--- src/rtl/i2c_target.sv ---
// I2C target that maps bus writes and reads onto a simple 8-bit register port.
// Latency: SCL/SDA see SYNC_STAGES+1 cycles of input delay; SDA drive changes DATA_HOLD cycles after a detected SCL fall.
// Backpressure: none; SCL is never stretched, so rd_data_i must be valid the cycle after rd_en_o.
//
// Ports:
//   clk_i, rst_i           clock and synchronous active-high reset
//   scl_i, sda_i           raw bus inputs (asynchronous to clk_i)
//   sda_oe_o               1 pulls SDA low, 0 releases it
//   wr_en_o, wr_data_o     one-cycle register write strobe and its data
//   reg_addr_o             register pointer (auto-increments after each access)
//   rd_en_o, rd_data_i     one-cycle read request; data returned the next cycle
//   busy_o                 high between START and STOP
module i2c_target #(
  parameter logic [6:0] DEV_ADDR    = 7'h39,
  parameter int         DATA_HOLD   = 30,  // must be >= 1
  parameter int         SYNC_STAGES = 2    // must be >= 2
) (
  input  logic       clk_i,
  input  logic       rst_i,
  input  logic       scl_i,
  input  logic       sda_i,
  output logic       sda_oe_o,
  output logic       wr_en_o,
  output logic [7:0] reg_addr_o,
  output logic [7:0] wr_data_o,
  output logic       rd_en_o,
  input  logic [7:0] rd_data_i,
  output logic       busy_o
);

  localparam int HW = (DATA_HOLD > 1) ? $clog2(DATA_HOLD) : 1;

  typedef enum logic [3:0] {
    ST_IDLE, ST_ADDR, ST_ADDR_ACK, ST_PTR, ST_PTR_ACK,
    ST_WR, ST_WR_ACK, ST_RD, ST_RD_ACK, ST_IGNORE
  } state_t;

  state_t state, state_n;

  logic [SYNC_STAGES-1:0] scl_sync, sda_sync;
  logic                   scl_q, sda_q;
  logic                   scl_s, sda_s;
  logic                   scl_rise, scl_fall, start_det, stop_det;

  logic [2:0]    bit_cnt;
  logic [7:0]    rx_sr, tx_sr, rx_byte;
  logic          rd_ld;
  logic [HW-1:0] hold_cnt;
  logic          hold_act, oe_pend;

  logic ld_ptr, wr_fire, rd_fire, inc_ptr, cnt_clr, oe_sel, byte_end;

  assign scl_s     = scl_sync[SYNC_STAGES-1];
  assign sda_s     = sda_sync[SYNC_STAGES-1];
  assign scl_rise  =  scl_s & ~scl_q;
  assign scl_fall  = ~scl_s &  scl_q;
  // SCL must be high on both samples so an SCL edge coinciding with an SDA
  // edge is never mistaken for a bus condition.
  assign start_det = scl_s & scl_q &  sda_q & ~sda_s;
  assign stop_det  = scl_s & scl_q & ~sda_q &  sda_s;

  always_ff @(posedge clk_i) begin
    if (rst_i) state <= ST_IDLE;
    else       state <= state_n;
  end

  always_comb begin
    state_n  = state;
    ld_ptr   = 1'b0;
    wr_fire  = 1'b0;
    rd_fire  = 1'b0;
    inc_ptr  = 1'b0;
    cnt_clr  = 1'b0;
    rx_byte  = {rx_sr[6:0], sda_s};
    byte_end = (bit_cnt == 3'd7);

    // Value SDA takes after the hold delay following an SCL fall. ACK states
    // are entered on the 8th rise, so their fall is the one opening the ACK slot.
    case (state)
      ST_ADDR_ACK, ST_PTR_ACK, ST_WR_ACK: oe_sel = 1'b1;
      ST_RD:                              oe_sel = ~tx_sr[7];
      default:                            oe_sel = 1'b0;
    endcase

    if (stop_det) begin
      state_n = ST_IDLE;
      cnt_clr = 1'b1;
    end else if (start_det) begin
      state_n = ST_ADDR;
      cnt_clr = 1'b1;
    end else if (scl_rise) begin
      case (state)
        ST_ADDR: if (byte_end)
          state_n = (rx_byte[7:1] == DEV_ADDR) ? ST_ADDR_ACK : ST_IGNORE;
        ST_PTR: if (byte_end) begin
          ld_ptr  = 1'b1;
          state_n = ST_PTR_ACK;
        end
        ST_WR: if (byte_end) begin
          wr_fire = 1'b1;
          state_n = ST_WR_ACK;
        end
        ST_RD: if (byte_end) state_n = ST_RD_ACK;
        ST_ADDR_ACK: begin
          // rx_sr still holds the address byte; bit 0 is R/W.
          cnt_clr = 1'b1;
          if (rx_sr[0]) begin
            rd_fire = 1'b1;
            state_n = ST_RD;
          end else begin
            state_n = ST_PTR;
          end
        end
        ST_PTR_ACK, ST_WR_ACK: begin
          cnt_clr = 1'b1;
          state_n = ST_WR;
        end
        ST_RD_ACK: begin
          if (!sda_s) begin
            inc_ptr = 1'b1;
            rd_fire = 1'b1;
            cnt_clr = 1'b1;
            state_n = ST_RD;
          end else begin
            state_n = ST_IGNORE;
          end
        end
        default: state_n = state;
      endcase
    end
  end

  always_ff @(posedge clk_i) begin
    if (rst_i) begin
      scl_sync   <= '1;
      sda_sync   <= '1;
      scl_q      <= 1'b1;
      sda_q      <= 1'b1;
      bit_cnt    <= 3'd0;
      rx_sr      <= 8'h00;
      tx_sr      <= 8'h00;
      rd_ld      <= 1'b0;
      wr_en_o    <= 1'b0;
      rd_en_o    <= 1'b0;
      wr_data_o  <= 8'h00;
      reg_addr_o <= 8'h00;
      busy_o     <= 1'b0;
      sda_oe_o   <= 1'b0;
      hold_act   <= 1'b0;
      hold_cnt   <= '0;
      oe_pend    <= 1'b0;
    end else begin
      scl_sync <= {scl_sync[SYNC_STAGES-2:0], scl_i};
      sda_sync <= {sda_sync[SYNC_STAGES-2:0], sda_i};
      scl_q    <= scl_s;
      sda_q    <= sda_s;

      wr_en_o <= wr_fire;
      rd_en_o <= rd_fire;
      rd_ld   <= rd_en_o;

      if (scl_rise) rx_sr <= rx_byte;

      if (cnt_clr)
        bit_cnt <= 3'd0;
      else if (scl_rise && (state == ST_ADDR || state == ST_PTR ||
                            state == ST_WR   || state == ST_RD))
        bit_cnt <= bit_cnt + 3'd1;

      if (rd_ld)
        tx_sr <= rd_data_i;
      else if (scl_rise && state == ST_RD)
        tx_sr <= {tx_sr[6:0], 1'b0};

      if (wr_fire) wr_data_o <= rx_byte;

      // Pointer advances the cycle after a write strobe, or together with the
      // read request that follows a controller ACK.
      if (ld_ptr)
        reg_addr_o <= rx_byte;
      else if (wr_en_o || inc_ptr)
        reg_addr_o <= reg_addr_o + 8'd1;

      if (stop_det)       busy_o <= 1'b0;
      else if (start_det) busy_o <= 1'b1;

      // SDA only moves DATA_HOLD cycles after SCL falls, so it is stable
      // whenever SCL is high; STOP releases immediately.
      if (stop_det) begin
        sda_oe_o <= 1'b0;
        hold_act <= 1'b0;
      end else if (start_det) begin
        hold_act <= 1'b0;
      end else if (scl_fall) begin
        hold_act <= 1'b1;
        hold_cnt <= HW'(DATA_HOLD - 1);
        oe_pend  <= oe_sel;
      end else if (hold_act) begin
        if (hold_cnt == '0) begin
          sda_oe_o <= oe_pend;
          hold_act <= 1'b0;
        end else begin
          hold_cnt <= hold_cnt - 1'b1;
        end
      end
    end
  end

endmodule

--- config.mk ---
export PLATFORM = sky130hd
export DESIGN_NAME = i2c_target
export DESIGN_NICKNAME = d
export VERILOG_FILES = /design/src/rtl/i2c_target.sv
export SDC_FILE = /design/constraint.sdc
export NUM_CORES = 1
export LEC_CHECK = 0
export BUFFER_PORTS_ARGS = -buffer_cell sky130_fd_sc_hd__buf_2
export CAP_MARGIN = 20
export CELL_PAD_IN_SITES_DETAIL_PLACEMENT = 1
export CELL_PAD_IN_SITES_GLOBAL_PLACEMENT = 2
export CORE_ASPECT_RATIO = 1.1
export CORE_UTILIZATION = 35
export DETAILED_ROUTE_END_ITERATION = 7
export PLACE_DENSITY = 0.8
export SETUP_SLACK_MARGIN = 0.3
export SYNTH_ARGS = -nofsm -noshare
export SYNTH_HDL_FRONTEND = slang
export SYNTH_SLANG_ARGS = --single-unit
--- constraint.sdc ---
create_clock -name clk_i -period 1.9 [get_ports clk_i]
set_input_delay 0.57 -clock clk_i [delete_from_list [all_inputs] [get_ports clk_i]]
set_output_delay 0.57 -clock clk_i [all_outputs]
set_load 0.01 [all_outputs]
After elaboration in Yosys (flattened, before gate mapping)
Cells that the tools add are included.

Add/subtract/negate cells: 3. Eq/ne operators: 19. Mux-type cells: 41. Bitwise gates (word level): 16. Reduce and logical (&&, ||, !) cells: 24.

Operators with widths (number): $mux 8 (4); $pmux 4 s7 (1); $mux 4 (6); $mux 1 (23); $eq 4x3->1 const B (4); $mux 5 (3); $ne 3x3->1 const B (4); $reduce_and 6->1 (2); $ne 2x2->1 const B (5); $not 1->1 (9); $add 8x1->8 const B (1); $eq 4x2->1 const B (2); $reduce_and 4->1 (2); $reduce_bool 2->1 (4); $reduce_bool 8->1 (1); $and 1x1->1 (7); $eq 7x6->1 const B (1); $reduce_bool 7->1 (1); $pmux 1 s2 (3); $reduce_or 2->1 (3); $reduce_or 3->1 (2); $logic_not 5->1 (1); $sub 5x1->5 const B (1); $eq 4x1->1 const B (1); 8 further kinds (12).

Register bits: 56. Bits of input ports: 12. Output and inout port bits: 20. Logic and storage cells: 122.

Longest topological paths before layout
Gate-level depths: netlist of the first run.

Depth in word-level cells: 8. Depth in mapped cells: 8. Depth with buffers taken out: 6.

Worst setup path after synthesis of the first run
No wires, ideal clock.

Path type: register -> register. From: register bit_cnt[0]. To: register reg_addr_o[4]. Setup time: 0.091 ns. Data arrival time: 1.579 ns. Required time: 1.809 ns. Slack: 0.231 ns. Stages on the path, launching flop included: 8. Buffers on the path: 2. Clock period less this slack: 1.669 ns. Path through: dfxtp_1 > ha_1 > ha_1 > nand3b_1 > or3_1 > clkbuf_1 > buf_2 > a311oi_1.

Longest elaborated chain between the ends: 7.

Ends and longest elaborated chain: start, declared (line 45) `logic [2:0] bit_cnt;`; start signal, assigned (line 168) `bit_cnt <= bit_cnt + 3'd1;`; $eq 3x3->1 * (line 75) `byte_end = (bit_cnt == 3'd7);`; $mux 1 * (line 95) `ST_PTR: if (byte_end) begin`; $mux 1 * (line 92) `case (state)`; $mux 1 * (line 91) `end else if (scl_rise) begin`; $mux 1 * (line 88) `end else if (start_det) begin`; $mux 1 * (line 85) `if (stop_det) begin`; $mux 8 / $reduce_bool 2->1 (equally long branches); end signal, assigned (line 180) `reg_addr_o <= rx_byte;`; end signal, assigned (line 182) `reg_addr_o <= reg_addr_o + 8'd1;`; end, declared (line 24) `output logic [7:0] reg_addr_o,`.

Mark *: on every way between the ends. The rest lies on a longest branch, timed or not. A chain may end at the register's enable or synchronous reset.

Worst setup path after layout of the first run
From: register sda_sync[1]. To: register state[2].

Longest elaborated chain between the ends: 3.

Ends and longest elaborated chain: start, declared (line 40) `logic [SYNC_STAGES-1:0] scl_sync, sda_sync;`; start signal, assigned (line 154) `sda_sync <= {sda_sync[SYNC_STAGES-2:0], sda_i};`; parallel branches: the longest is 3 deep, another holds $pmux 4 s7; end signal, assigned (line 64) `else state <= state_n;`; end, declared (line 38) `state_t state, state_n;`.

Parallel ways; which one is timed is not known.

==> results of run 1 <==
==> kinds of logic (layout without fill, tap and decap cells) <==
logic type	after synthesis	in the layout
AND/OR/NAND/NOR	118	119
AO/OA/AOI/OAI	66	67
flip-flops	56	56
buffers and inverters	28	69
multiplexers	19	19
adder cells (fa/ha/maj)	5	5
XOR/XNOR	3	3
==> worst max-delay path by stage <==
stage,startpoint,end,slack (ps),cells after the start
after floorplan,bit_cnt[0]$_SDFFE_PP0P_,reg_addr_o[4]$_SDFFE_PP0P_,300,7
after global routing,state[2]$_SDFFE_PP0P_,bit_cnt[1]$_SDFFE_PP0P_,180,5
final,sda_sync[1]$_SDFF_PP1_,state[2]$_SDFFE_PP0P_,300,5
after CTS,hold_cnt[0]$_SDFFE_PP0P_,hold_cnt[4]$_SDFFE_PP0P_,300,6
after detailed placement,scl_q$_SDFF_PP1_,hold_cnt[4]$_SDFFE_PP0P_,80,4
after global placement,scl_sync[1]$_SDFF_PP1_,hold_cnt[3]$_SDFFE_PP0P_,130,5
==> layer usage <==
| metal | GRT usage [%] | vias up | wire length, um |
|---|---|---|---|
| met5 | 0 | - | 0 |
| met4 | 6.64 | 0 | 133 |
| met3 | 3.18 | 13 | 156 |
| met2 | 30.5 | 31 | 3460 |
| met1 | 24.5 | 1150 | 3340 |
| li1 | - | 1154 | - |
==> state kept, by name (all words and copies together) (netlist names) <==
register / count
reg_addr_o: 8
tx_sr: 8
wr_data_o: 8
rx_sr: 7
hold_cnt: 5
state: 4
bit_cnt: 3
scl_sync: 2
sda_sync: 2
busy_o: 1
hold_act: 1
oe_pend: 1
rd_en_o: 1
rd_ld: 1
scl_q: 1
sda_oe_o: 1
sda_q: 1
wr_en_o: 1
==> cell type report <==
class	count	area, um2	share of cell area (%)
multi-input cells	213	1600	48.2
flip-flops and latches	56	1150	34.6
repair buffers	52	337	10.1
well taps	85	106	3.20
clock buffers	5	68.8	2.07
inverters	9	33.8	1.02
clock inverters	3	27.5	0.829
==> power by group through the flow <==
stage	Sequential, mW	Combinational (mW)	Clock, mW
floorplan	1.24	0.116	0
global placement	1.24	0.159	0
detailed placement	1.24	0.162	0
CTS	1.22	0.178	0.735
global route	1.22	0.226	0.772
finish	1.22	0.202	0.697
==> metrics by stage <==
step / std cells / utilization (%) / worst slack [ps] / hold WS [ps]
2_1_floorplan: 295 / - / 304 / 389
3_3_place_gp: 403 / 40.6 / 130 / 394
3_5_place_dp: 403 / 40.6 / 80.4 / 397
4_1_cts: 419 / 44.3 / 295 / 422
5_1_grt: 423 / 46.3 / 178 / 425
6_report: 423 / 46.3 / 301 / 418
==> Yosys cell counts (2+ instances only) <==
cell      count
dfxtp_1      56
nand3_1       4
and4_1        3
nand4_1       3
ha_1          5
xnor2_1       2
nor2_1       29
a211oi_1     11
o21a_1        2
mux2i_1      18
a31oi_1       4
buf_6         2
inv_1         9
or3_1         8
o21ai_0      12
nor2b_1       5
or4_1         5
nor3_1        8
a21oi_1      14
a311oi_1      6
clkbuf_1     11
buf_2         3
or2_2         7
nand2_1      25
and3_1        3
nand3b_1      4
nand2b_1      4
o31ai_1       7
a21boi_0      2
buf_4         3
==> timing repair <==
item,CTS,global route
gates cloned,2,0
setup buffers,6,4
endpoints found under the setup margin,32,34
pin swaps,7,15
gates resized for setup,30,29
==> impl_metrics.py, run 1 <==
metrics = {
    "synthesis": {
        "synth_edf_count": 0,
        "ys_ff_latch": 56,
        "async_flop_share_pct": 0,
        "synthXorXnorAreaFrac_pct": 0.992,
        "yosysWarnings": 0,
        "synth-main-ff-cell": "dfxtp_1",
        "synth_top_family_by_area": "simple AND/OR/NAND/NOR gates",
        "ys_types": 50,
        "synth_fp_nets": 312,
        "synthMuxAreaShare_pct": 7.23,
        "postSynthCellCount": 295,
        "synthTopCellsByArea": "dfxtp_1 42%, mux2i_1 6.8%, nor2_1 4.1%",
        "synthSimpleGateAreaFrac_pct": 24.7,
        "yosysSeqAreaShare_pct": 42.3,
        "synth_top_area_cell": "dfxtp_1",
        "synth_top_area_share_pct": 42.3,
        "netlist_area_um2": 2650,
        "synth-adder-area-share_pct": 2.36,
        "syn_area_per_cell_um2": 8.98,
        "synth-compound-area-share_pct": 17.3,
    },
    "power_and_ir_drop": {
        "netSwitchingFraction_pct": 26.5,
        "p_comb_share_pct": 9.6,
        "internal-power_mw": 1.55,
        "vdd_ir_drop_max_mv": 0.241,
        "total_power_mw": 2.12,
        "power.share.clock_pct": 33.0,
        "seq_power_share_pct": 57.5,
        "leakage_nw": 1.28,
        "switchingPower_uw": 561,
        "powerDensity_nw_per_um2": 637,
    },
    "timing": {
        "post-route-period-util_pct": 84.1,
        "skew_ps": 11.7,
        "setup_viol": 0,
        "max_clock_freq_mhz": 626,
        "finalSetupTns_ps": 0,
        "min_period_ps": 1600,
        "rsz0062_at_grt": "yes",
        "worst_pin_slew_ps": 456,
        "hold_viol_final": 0,
        "slew-limit-headroom_pct": 69.3,
        "drv_slew": 0,
    },
    "global_route": {
        "track_usage_pct": 18.6,
        "antenna_found_initial": 0,
        "grt_pass1_vias": 2354,
        "grt_max_degree": 47,
        "overflow": 0,
        "grt_pass1_wl_um": 11700,
    },
    "finish": {
        "fill_cells": 835,
        "nNetsFinal": 354,
        "area_growth_pct": 25.4,
        "finalInstanceArea_um2": 3320,
        "layout_common_cells": "43 x dfxtp_1, 31 x buf_2, 25 x nand2_1, 25 x nor2_1, 18 x buf_4",
        "diodes": 0,
        "layout-drive-gt1-share_pct": 35.5,
        "final_common_cell": "dfxtp_1",
    },
    "critical_path": {
        "cp.required_ps": 2160,
        "cp_slowest_cell": "or3b_2",
        "cp_max_fo": 7,
        "cp-start-kind": "flop",
        "path_class": "flop to flop",
        "path_buf_inv": 1,
        "timing.reg2reg.setup_slack_ps": 300,
        "cpPeakStageDelay_ps": 450,
        "reg2reg_depth": 5,
        "crit_family": "compound AO/OA/AOI/OAI gates",
        "critical_path.endpoint_type": "flop",
        "cp.arrival_ps": 1860,
        "r2r_start": "sda_sync[1]$_SDFF_PP1_",
        "path_cells": "buf_4, or3b_2, a211oi_2, o221ai_1, a21boi_1",
        "worstReg2RegEnd": "state[2]$_SDFFE_PP0P_",
    },
    "placed_design": {
        "placement.cell_area_um2": 2910,
        "hpwl_um": 4570,
        "routabilityCongestion": 0.889,
        "io_buffers": 31,
    },
    "die": {
        "fp.coreArea_um2": 7170,
        "initial_utilization_pct": 37.0,
        "rows": 32,
        "die_y_um": 93.2,
        "chipWidth_um": 84.9,
        "ios": 32,
        "die_area_um2": 7920,
    },
    "clocking": {
        "htreeDepth": 2,
        "cts_root_buffer": "clkbuf_8",
        "cts.path.max_buffers": 2,
        "path_clk_slew_ps": 100,
        "cts_tree": "done",
        "postCtsHoldBufs": 0,
        "numCtsBuffers": 5,
        "clock_sinks": 56,
        "clkLatencyLatePin_ps": 320,
    },
    "flow_run": {
        "cap_violations": 0,
    },
    "worst_hold_path": {
        "hold_path_end": "sda_sync[1]$_SDFF_PP1_",
        "hold_depth": 1,
        "hold_class": "flop to flop",
        "min_from": "sda_sync[0]$_SDFF_PP1_",
    },
    "routing": {
        "drt_iter0_markers": 77,
        "dr.pass1.iters": 8,
        "wirelength_um": 7090,
        "drc": 3,
        "ant_nets": 0,
        "via_count": 2348,
        "via_per_inst": 5.55,
        "wl_per_cell_um": 16.8,
    },
    "run_status": {
        "violations": "DRC",
        "status": "finished, violations left",
    },
}
(Power assumes the default switching activity.)
==> inputs of run 2 (changes only) <==
Clock period 1.9 ns to 1.6 ns, I/O delays scaled along.
==> run 2 against run 1 <==
Against the previous run: critical path type unchanged; largest power group unchanged; total power up 22%; critical path depth rose by 3; cell count increased by 11%; first-iteration DRC count increased by 34%; setup slack worse by 390 ps; non-clock buffer count increased by 46; the flow finishes with violations (setup timing).
==> impl_metrics.py, run 2 (synthesized netlist as in run 1, its figures left out) <==
metrics = {
    "run_status": {
        "status": "finished, violations left",
        "violations": "setup timing",
    },
    "clocking": {
        "clock_sinks": 56,
        "cts_tree": "done",
        "cts_root_buffer": "clkbuf_8",
        "cts.path.max_buffers": 2,
        "numCtsBuffers": 5,
        "htreeDepth": 2,
        "path_clk_slew_ps": 110,
        "clkLatencyLatePin_ps": 320,
    },
    "global_route": {
        "grt_max_degree": 47,
        "antenna_found_initial": 0,
        "grt_pass1_wl_um": 13300,
        "grt_pass1_vias": 2549,
        "track_usage_pct": 21.7,
        "overflow": 0,
    },
    "die": {
        "initial_utilization_pct": 37.0,
        "die_area_um2": 7920,
        "chipWidth_um": 84.9,
        "fp.coreArea_um2": 7170,
        "ios": 32,
        "rows": 32,
        "die_y_um": 93.2,
    },
    "finish": {
        "layout_common_cells": "47 x buf_4, 26 x dfxtp_1, 26 x buf_6",
        "reg_top3": "reg_addr_o x8, tx_sr x8, wr_data_o x8",
        "nNetsFinal": 399,
        "finalInstanceArea_um2": 3980,
        "area_growth_pct": 50.4,
        "final_common_cell": "buf_4",
        "diodes": 0,
        "layout-drive-gt1-share_pct": 54.3,
    },
    "critical_path": {
        "critical_path.endpoint_type": "flop",
        "cp_max_fo": 9,
        "reg2reg_depth": 8,
        "worstReg2RegEnd": "wr_data_o[2]$_SDFFE_PP0P_",
        "path_class": "flop to flop",
        "crit_path_start": "state[3]$_SDFFE_PP0P_",
        "cp-start-kind": "flop",
        "cp.arrival_ps": 1900,
        "r2r_start": "state[3]$_SDFFE_PP0P_",
        "cp.required_ps": 1820,
        "cp-endpoint": "wr_data_o[2]$_SDFFE_PP0P_",
        "timing.reg2reg.setup_slack_ps": -80,
    },
    "worst_hold_path": {
        "hold_class": "input port to flop",
        "hold_depth": 2,
    },
    "routing": {
        "dr.pass1.iters": 6,
        "via_count": 2578,
        "drt_iter0_markers": 103,
        "wl_per_cell_um": 18.6,
        "ant_nets": 0,
        "wirelength_um": 8690,
        "via_per_inst": 5.51,
        "drc": 0,
    },
    "placed_design": {
        "pre_cts_ws_ps": -84.1,
        "placement.cell_area_um2": 3190,
        "hpwl_um": 5150,
        "routabilityCongestion": 0.845,
        "io_buffers": 31,
    },
    "timing": {
        "slew-limit-headroom_pct": 70.1,
        "drv_slew": 0,
        "hold_viol_final": 0,
        "setup_viol": 10,
        "rsz0062_at_grt": "yes",
        "skew_ps": 9.55,
        "worst_pin_slew_ps": 443,
        "post-route-period-util_pct": 105,
        "min_period_ps": 1680,
        "max_clock_freq_mhz": 594,
        "fin_ws_ps": -84.6,
    },
    "flow_run": {
        "cap_violations": 0,
    },
    "power_and_ir_drop": {
        "powerDensity_nw_per_um2": 648,
        "vdd_ir_drop_max_mv": 0.298,
        "leakage_nw": 1.58,
    },
}
==> run 2: cell count changes in the layout (fill, tap and decap cells not counted), moves of 3 or more <==
cell     before  now
a21oi_1      14   11
buf_2        31   21
buf_4        18   47
buf_6         1   26
dfxtp_1      43   26
dfxtp_2       9   20
dfxtp_4       4   10
inv_4         0    3
nor3_1        7    4
or4_1         4    1
or4_4         1    4
==> run 2: worst min-delay path by stage <==
stage	slack (ps)	to	start
after detailed placement	400	scl_sync[1]$_SDFF_PP1_	scl_sync[0]$_SDFF_PP1_
after CTS	340	scl_sync[0]$_SDFF_PP1_	scl_i
final	340	sda_sync[0]$_SDFF_PP1_	sda_i
after global placement	390	scl_sync[1]$_SDFF_PP1_	scl_sync[0]$_SDFF_PP1_
after global routing	320	scl_sync[0]$_SDFF_PP1_	scl_i
after floorplan	390	scl_sync[1]$_SDFF_PP1_	scl_sync[0]$_SDFF_PP1_
==> run 2: cell type report <==
cell class / count / area [um2]
sequential: 56 / 1180
inverter: 9 / 41.3
timing repair buffer: 98 / 826
clock inverter: 3 / 21.3
clock buffer: 5 / 68.8
fill: 792 / 3180
tap: 85 / 106
multi-input combinational: 212 / 1740
==> run 2: power breakdown <==
group	total, mW	internal (mW)	switching (mW)
combinational	0.337	0.170	0.167
sequential	1.44	1.40	0.0335
clock	0.807	0.312	0.495
total	2.58	1.89	0.696
==> run 2: critical path, stage by stage, from the launching register on <==
cell and delay, ps:
dfxtp_4 370, buf_4 140, buf_6 120, buf_6 120
nor4bb_2 250, nand3_1 180, buf_12 190, mux2i_1 160
nor2_1 60
==> run 2: what timing repair did <==
| action | 4_1_cts | 5_1_grt |
|---|---|---|
| gates cloned | 1 | 1 |
| setup buffers | 20 | 11 |
| resized for setup | 67 | 57 |
| pin swaps | 28 | 18 |
| endpoints found under the setup margin | 48 | 62 |
| hold buffers | 0 | 0 |
==> run 2: routing by layer <==
layer  wire [um]  vias to the layer above  GRT usage [%]
met1        3920                     1274           27.2
met5           0                        -              0
li1            -                     1246              -
met2        4420                       46           37.0
met4         154                        0           8.33
met3         199                       12           3.71
==> run 2: through the flow <==
stage / util, % / hold WS (ps) / TNS (ps) / total power, mW / std cells
after floorplan: - / 389 / 0 / 1.64 / 295
after global placement: 44.5 / 394 / 0 / 1.72 / 427
after detailed placement: 44.5 / 395 / -115 / 1.73 / 427
after CTS: 51.6 / 343 / 0 / 2.56 / 456
after global routing: 55.6 / 322 / -1410 / 2.68 / 468
final: 55.6 / 338 / -522 / 2.58 / 468
